[config.mk]
export PLATFORM = sky130hd
export DESIGN_NAME = button_conditioner_flat
export DESIGN_NICKNAME = d
export VERILOG_FILES = /design/src/rtl/button_conditioner_if.sv /design/src/rtl/button_conditioner.sv /design/src/flat_wrapper.sv
export SDC_FILE = /design/constraint.sdc
export NUM_CORES = 1
export LEC_CHECK = 0
export BUFFER_PORTS_ARGS = -buffer_cell sky130_fd_sc_hd__buf_2
export CAP_MARGIN = 20
export CORE_MARGIN = 4
export CORE_UTILIZATION = 60
export CTS_BUF_LIST = sky130_fd_sc_hd__clkbuf_4
export CTS_CLUSTER_SIZE = 10
export DETAILED_ROUTE_END_ITERATION = 16
export PLACE_DENSITY_LB_ADDON = 0.2
export SYNTH_ARGS = -nofsm -noshare
export SYNTH_HDL_FRONTEND = slang
export SYNTH_SLANG_ARGS = --single-unit
[constraint.sdc]
create_clock -name clk -period 3.3 [get_ports clk]
set_clock_uncertainty 0.2 [all_clocks]
set_input_delay 0.165 -clock clk [delete_from_list [all_inputs] [get_ports clk]]
set_output_delay 0.165 -clock clk [all_outputs]
set_load 0.01 [all_outputs]
[src/rtl/button_conditioner_if.sv]
// button_conditioner_if: bundle of the four-channel pushbutton signals between the button source and the conditioner.
//   btn_raw  [3:0] raw, bouncing button levels (1 = pressed), driven by the button side
//   dpb      [3:0] debounced level per channel, driven by the conditioner
//   scen     [3:0] one-cycle pulse per accepted press
//   mcen     [3:0] one-cycle pulse on press plus auto-repeat pulses while held
//   scen_any       OR of the scen bits
interface button_conditioner_if;
    logic [3:0] btn_raw;
    logic [3:0] dpb;
    logic [3:0] scen;
    logic [3:0] mcen;
    logic       scen_any;
    modport master (output btn_raw, input dpb, scen, mcen, scen_any);
    modport slave  (input btn_raw, output dpb, scen, mcen, scen_any);
endinterface

[src/rtl/button_conditioner.sv]
// button_conditioner: four independent debounce / single-pulse / auto-repeat channels for raw pushbuttons.
//   clk    system clock, all state changes on the rising edge
//   reset  synchronous, active-high; clears synchronizers, counters, outputs and returns every FSM to IDLE
//   bus    button_conditioner_if.slave: btn_raw in; dpb, scen, mcen, scen_any out (all registered)
module button_conditioner #(
    parameter int DEBOUNCE_CYCLES = 250000,
    parameter int REPEAT_DELAY    = 50000000,
    parameter int REPEAT_PERIOD   = 10000000
) (
    input  logic                 clk,
    input  logic                 reset,
    button_conditioner_if.slave  bus
);
    localparam int MAX_A = (DEBOUNCE_CYCLES > REPEAT_DELAY) ? DEBOUNCE_CYCLES : REPEAT_DELAY;
    localparam int MAX_V = (MAX_A > REPEAT_PERIOD) ? MAX_A : REPEAT_PERIOD;
    localparam int CW    = $clog2(MAX_V);
    localparam logic [CW-1:0] DEB_LAST = CW'(DEBOUNCE_CYCLES - 1);
    // The PULSE and REP_PULSE cycles themselves count toward the repeat spacing,
    // so the waiting states stop two short of the parameter.
    localparam logic [CW-1:0] DLY_LAST = CW'(REPEAT_DELAY - 2);
    localparam logic [CW-1:0] PER_LAST = CW'(REPEAT_PERIOD - 2);

    typedef enum logic [2:0] {
        IDLE, DEB_PRESS, PULSE, HOLD, REP_PULSE, REP_WAIT, DEB_RELEASE
    } state_t;

    logic [3:0]    meta_q, sync_q;
    logic [3:0]    dpb_q, scen_q, mcen_q;
    logic [3:0]    dpb_d, scen_d, mcen_d;
    logic          scen_any_q;
    state_t        state_q [4];
    state_t        state_d [4];
    logic [CW-1:0] cnt_q [4];
    logic [CW-1:0] cnt_d [4];

    always_ff @(posedge clk) begin
        if (reset) begin
            meta_q     <= '0;
            sync_q     <= '0;
            dpb_q      <= '0;
            scen_q     <= '0;
            mcen_q     <= '0;
            scen_any_q <= 1'b0;
            for (int i = 0; i < 4; i++) begin
                state_q[i] <= IDLE;
                cnt_q[i]   <= '0;
            end
        end else begin
            meta_q     <= bus.btn_raw;
            sync_q     <= meta_q;
            dpb_q      <= dpb_d;
            scen_q     <= scen_d;
            mcen_q     <= mcen_d;
            scen_any_q <= |scen_d;
            state_q    <= state_d;
            cnt_q      <= cnt_d;
        end
    end

    // Counter clears on every transition and only advances while a state is timing.
    always_comb begin
        dpb_d  = '0;
        scen_d = '0;
        mcen_d = '0;
        for (int i = 0; i < 4; i++) begin
            state_d[i] = state_q[i];
            cnt_d[i]   = '0;
            case (state_q[i])
                IDLE:        if (sync_q[i]) state_d[i] = DEB_PRESS;
                DEB_PRESS:   if (!sync_q[i]) state_d[i] = IDLE;
                             else if (cnt_q[i] == DEB_LAST) state_d[i] = PULSE;
                             else cnt_d[i] = cnt_q[i] + CW'(1);
                PULSE:       state_d[i] = HOLD;
                HOLD:        if (!sync_q[i]) state_d[i] = DEB_RELEASE;
                             else if (cnt_q[i] == DLY_LAST) state_d[i] = REP_PULSE;
                             else cnt_d[i] = cnt_q[i] + CW'(1);
                REP_PULSE:   state_d[i] = REP_WAIT;
                REP_WAIT:    if (!sync_q[i]) state_d[i] = DEB_RELEASE;
                             else if (cnt_q[i] == PER_LAST) state_d[i] = REP_PULSE;
                             else cnt_d[i] = cnt_q[i] + CW'(1);
                // A bounce back to pressed resumes holding without a new press pulse.
                DEB_RELEASE: if (sync_q[i]) state_d[i] = HOLD;
                             else if (cnt_q[i] == DEB_LAST) state_d[i] = IDLE;
                             else cnt_d[i] = cnt_q[i] + CW'(1);
                default:     state_d[i] = IDLE;
            endcase
            dpb_d[i]  = (state_q[i] != IDLE) && (state_q[i] != DEB_PRESS);
            scen_d[i] = state_q[i] == PULSE;
            mcen_d[i] = (state_q[i] == PULSE) || (state_q[i] == REP_PULSE);
        end
    end

    assign bus.dpb      = dpb_q;
    assign bus.scen     = scen_q;
    assign bus.mcen     = mcen_q;
    assign bus.scen_any = scen_any_q;
endmodule
[src/flat_wrapper.sv]
// flat-port wrapper written by rule: the top's interface ports become plain ports
module button_conditioner_flat 
#(
    parameter int DEBOUNCE_CYCLES = 250000,
    parameter int REPEAT_DELAY    = 50000000,
    parameter int REPEAT_PERIOD   = 10000000
)
  (clk, reset, bus_btn_raw, bus_dpb, bus_scen, bus_mcen, bus_scen_any);
  button_conditioner_if bus_i ();
  input  logic clk;
  input  logic reset;
  input wire logic [$bits(bus_i.btn_raw)-1:0] bus_btn_raw;
  output wire logic [$bits(bus_i.dpb)-1:0] bus_dpb;
  output wire logic [$bits(bus_i.scen)-1:0] bus_scen;
  output wire logic [$bits(bus_i.mcen)-1:0] bus_mcen;
  output wire logic [$bits(bus_i.scen_any)-1:0] bus_scen_any;
  assign bus_i.btn_raw = bus_btn_raw;
  assign bus_dpb = bus_i.dpb;
  assign bus_scen = bus_i.scen;
  assign bus_mcen = bus_i.mcen;
  assign bus_scen_any = bus_i.scen_any;
  button_conditioner #(.DEBOUNCE_CYCLES(DEBOUNCE_CYCLES), .REPEAT_DELAY(REPEAT_DELAY), .REPEAT_PERIOD(REPEAT_PERIOD)) u_core (.clk(clk), .reset(reset), .bus(bus_i));
endmodule
* Word-level counts from Yosys, hierarchy flattened
Index checks and enable logic that the tools add are counted.
** Storage, ports and cells
- ROM bits :: 0
- Register bits after elaboration :: 137
- Memory bits (writable) :: 0
- Memories :: 0
- Output and inout bits :: 13
- Word-level logic and storage cells :: 171
- Input port bits :: 6
- Bits in latches :: 0
** Operators by class
- Add/sub/neg operators :: 4
- Reduce and logical (&&, ||, !) cells :: 21
- Multiplexer cells :: 72
- Shift-type cells :: 0
- Div/mod/pow operators :: 0
- Equal/unequal tests :: 60
- Order comparisons :: 0
- $mul :: 0
- Bitwise operators :: 0
** Operators by type and width (count)
- 2-to-1 mux 26 bit :: 28
- one-hot mux 26 bit (4 select lines) :: 4
- 2-to-1 mux 3 bit :: 36
- adder 26 x 1 -> 26 bit, second input constant :: 4
- equality test 26 x 18 -> 1 bit, second input constant :: 4
- equality test 26 x 24 -> 1 bit, second input constant :: 4
- equality test 26 bit, second input constant :: 4
- one-hot mux 3 bit (7 select lines) :: 4
- equality test 3 bit, second input constant :: 12
- inequality test 3 bit, second input constant :: 12
- equality test 3 x 2 -> 1 bit, second input constant :: 8
- inequality test 3 x 1 -> 1 bit, second input constant :: 8
- AND reduction 5 bit :: 4
- equality test 3 x 1 -> 1 bit, second input constant :: 4
- logical NOT 3 bit :: 4
- nonzero test 3 bit :: 4
- inequality test 2 x 1 -> 1 bit, second input constant :: 4
- logical AND 1 bit :: 4
- logical OR 1 bit :: 4
- OR reduction 4 bit :: 1

* Depth between registers and ports, before layout
- Word-level depth :: 4
- Depth in mapped cells :: 10
- Gate-level depth less buffers :: 8

* Least setup slack after synthesis
No wires, ideal clock.
- Path kind :: register -> register
- Start :: register u_core.cnt_q[44] (netlist bit)
- End :: register u_core.cnt_q[40] (netlist bit)
- Data required time :: 2.985 ns
- Setup time :: 0.115 ns
- Path slack :: 0.852 ns
- Path buffers :: 3
- Period minus slack after synthesis :: 2.448 ns
- Cell stages (with the launch flop) :: 9
- Arrival time :: 2.133 ns
- Cell sequence :: dfxtp_1 buf_6 or4_4 or4_4 a211oi_1 or3_1 buf_4 buf_6 nor2_1
** Between the ends
- Word-level cells in the longest chain between the ends :: 4
- Elaborated cells on any way between the ends :: 11
- Classes of those cells :: 3 x eq/ne; 8 x mux
** Ends and longest elaborated chain
- from (decl) :: RTL line button_conditioner.sv:33 : logic [CW-1:0] cnt_q [4];
- from (signal assigned) :: RTL line button_conditioner.sv:56 : cnt_q <= cnt_d;
- equality test 26 x 18 -> 1 bit, or another cell as far along :: RTL line button_conditioner.sv:71, button_conditioner.sv:83
- 2-to-1 mux 26 bit, on equally long branches (2 in series)
- one-hot mux 26 bit (4 select lines) (*) :: RTL line button_conditioner.sv:68 : case (state_q[i])
Mark *: on every way between the ends. The rest lies on a longest branch, timed or not.
A chain may end at the register's enable or synchronous reset.

* Final worst setup path
- Start :: register u_core.cnt_q[53] (netlist bit)
- End :: register u_core.cnt_q[63] (netlist bit)
** Between the ends
- Word-level cells in the longest chain between the ends :: 4
- Elaborated cells on any way between the ends :: 12
- Classes of those cells :: 1 x add/sub; 3 x eq/ne; 8 x mux
** Ends and longest elaborated chain (RTL line)
- adder 26 x 1 -> 26 bit, or another cell as far along
- 2-to-1 mux 26 bit, on equally long branches (2 in series)
- one-hot mux 26 bit (4 select lines) (*) :: button_conditioner.sv:68
Marked as above.

==> impl_metrics.env <==
export IMPL_clkTransAtPathRegs_ps=120
export IMPL_nets=781
export IMPL_gp_congestion=0.918
export IMPL_worstSkewPairLatency_ps=540
export IMPL_hold_depth=1
export IMPL_grt_pass1_vias=4844
export IMPL_critPathKind="flip-flop to flip-flop"
export IMPL_cts_buffer_depth=2
export IMPL_r2r_end="u_core.cnt_q[63]"
export IMPL_critical_path_required_ps=3520
export IMPL_grt_overflow=0
export IMPL_worstPathArrival_ps=2930
export IMPL_cts_resized=0
export IMPL_worstHoldStart="u_core.meta_q[0]"
export IMPL_io_buffer_count=18
export IMPL_grt_max_degree=35
export IMPL_slew_violations=0
export IMPL_drc=0
export IMPL_powerDensity_nw_per_um2=422
export IMPL_rows=37
export IMPL_hp_class="flip-flop to flip-flop"
export IMPL_route_antenna_remaining_nets=0
export IMPL_cts_tree="yes"
export IMPL_drive_gt1_share_pct=8.72
export IMPL_r2r_start="u_core.cnt_q[53]"
export IMPL_outcome="complete, no violations"
export IMPL_cts_buffers=17
export IMPL_grt_pass1_wl_um=21600
export IMPL_final_common_cell="nor2_1"
export IMPL_wl_met1_um=5830
export IMPL_grt_antenna_before_repair=0
export IMPL_wl_met3_um=437
export IMPL_diodes=0
export IMPL_drv_cap=0
export IMPL_fin_crit_ps=2710
export IMPL_worst_pin_slew_ps=702
export IMPL_syn_num_nets=761
export IMPL_placed_area_um2=6550
export IMPL_p_leak_nw=2.25
export IMPL_ys_seq_elements=137
export IMPL_cts_sinks=137
export IMPL_ys_flop_type="dfxtp_1"
export IMPL_finalCritPeriodShare_pct=82.0
export IMPL_fp_dieH_um=111
export IMPL_cts_hold_repair_buffers=9
export IMPL_critPathCaptureType="flip-flop"
export IMPL_synthesis_instances=747
export IMPL_track_usage_pct=20.7
export IMPL_yosysWarnings=0
export IMPL_hpwl_um=8640
export IMPL_peakVddDrop_mv=0.299
export IMPL_finalSetupViolations=0
export IMPL_synth_cell_types=56
export IMPL_hold_viol=0
export IMPL_root_buffer="clkbuf_4"
export IMPL_grt_setup_unrepaired="no"
export IMPL_boundaryPins=19
export IMPL_fp_dieW_um=111
export IMPL_slew_headroom_pct=52.8
export IMPL_ff2ff_path_depth=8
export IMPL_drt_iter0_markers=276
export IMPL_dr_total_vias=5127
export IMPL_wl_per_cell_um=13.5
export IMPL_path_max_fanout=26
export IMPL_cts_setup_buffers=0
export IMPL_start_util_pct=61.8
export IMPL_synth_cell_area_um2=6410
export IMPL_dieArea_um2=12400
export IMPL_synthToLayoutAreaGrowth_pct=8.61
export IMPL_async_reset_ff_share_pct=0
export IMPL_wl_um=12300
export IMPL_synth_edf_count=0
export IMPL_core_area_um2=10400
export IMPL_fmax_mhz=369
export IMPL_cts_htree_levels=4
export IMPL_wl_met2_um=5900
export IMPL_via_per_inst=5.60
export IMPL_rrSetupSlack_ps=590
export IMPL_first_pass_iters=5
export IMPL_hold_end="u_core.sync_q[0]"
export IMPL_synth_avg_cell_area_um2=8.58
export IMPL_ys_seq_area_share_pct=42.8
export IMPL_top_layer="met4"
export IMPL_setup_tns_final_ps=0
export IMPL_setup_worst_path_start_class="flip-flop"
export IMPL_final_cell_mix="150 x nor2_1, 137 x dfxtp_1, 56 x xor2_1"
export IMPL_postLayoutCellArea_um2=6960
==> cells by family (layout without fill, tap and decap cells) <==
logic type,after synthesis,count (layout),share of synthesized area (%)
mux,2,2,0.312
compound gates,45,45,5.31
buf+inv,51,84,3.69
xor+xnor,104,104,14.2
simple gates,400,400,32.1
flops,137,137,42.8
fa+ha+maj,8,8,1.56
==> routing by layer <==
metal | GRT usage [%] | vias up
li1 | - | 2622
met1 | 26.1 | 2401
met2 | 34.0 | 88
met3 | 5.49 | 16
met4 | 7.95 | 0
met5 | 0 | -
==> sequential cells by signal (all words and copies together), names as in the netlist <==
name,flops
u_core.bus.scen_any,1
u_core.bus.mcen,4
u_core.bus.dpb,4
u_core.cnt_q,104
u_core.state_q,12
u_core.bus.scen,4
u_core.sync_q,4
u_core.meta_q,4
==> cells in the mapped netlist (3+ instances only) <==
library cell  count  area [um2]
nor2_1          150         563
dfxtp_1         137        2740
xor2_1           56         490
nand2_1          48         180
xnor2_1          48         420
nand3_1          34         170
nand4_1          31         194
nor3_1           23         115
clkbuf_1         20        75.1
inv_1            20        75.1
and3_1           18         113
nor4_1           17         106
nor2b_1          13        81.3
a21oi_1           8        40.0
and4_1            8        70.1
ha_1              8         100
nand2b_1          7        43.8
or2_2             6        37.5
or4_1             6        45.0
a211oi_1          5        37.5
and2_1            5        31.3
and4b_1           5        50.1
buf_4             5        37.5
nor4b_1           5        43.8
nor4bb_1          5        50.1
or3_1             5        31.3
a31oi_1           4        25.0
o21ai_0           4        20.0
o31ai_1           4        30.0
buf_2             3        15.0
buf_6             3        33.8
nor3b_1           3        22.5
==> power by group <==
part	internal, mW	switching (mW)
Sequential	1.66	0.0119
Combinational	0.0227	0.0219
Clock	0.625	0.597
Total	2.31	0.631
==> worst max path at each step <==
stage                     startpoint  slack, ps  cells past startpoint          endpoint
floorplan           u_core.cnt_q[44]        850                      8  u_core.cnt_q[40]
CTS                 u_core.cnt_q[53]        580                      8  u_core.cnt_q[63]
global placement    u_core.cnt_q[44]        710                      6  u_core.cnt_q[34]
global route        u_core.cnt_q[53]        370                      8  u_core.cnt_q[74]
detailed placement  u_core.cnt_q[52]        600                      8  u_core.cnt_q[69]
finish              u_core.cnt_q[53]        590                      8  u_core.cnt_q[63]
==> cell type report <==
cell class | instances | area, um2
repair buffers | 32 | 218
multi-input cells | 559 | 3430
fillers | 869 | 3410
well taps | 136 | 170
clock inverters | 12 | 175
inverters | 20 | 75.1
clock buffers | 20 | 150
flip-flops and latches | 137 | 2740
==> critical path: stages, from the launching register on <==
cell and delay, ps:
dfxtp_1 430, ha_1 270, nor4bb_1 280, nand4_1 130, nor3_1 400, o31ai_1 240
o31ai_4 240, buf_4 300, nor2_1 90
==> stage by stage <==
stage          std cells  setup WS, ps  power [mW]  hold slack, ps  utilization, %
2_1_floorplan        747           852        1.74            93.2               -
3_3_place_gp         875           709        1.75             183            63.1
3_5_place_dp         875           599        1.75             185            63.1
4_1_cts              916           582        2.97             260            67.1
5_1_grt              916           370        3.06             285            67.1
6_report             916           594        2.94             258            67.1
(Power assumes the default switching activity.)
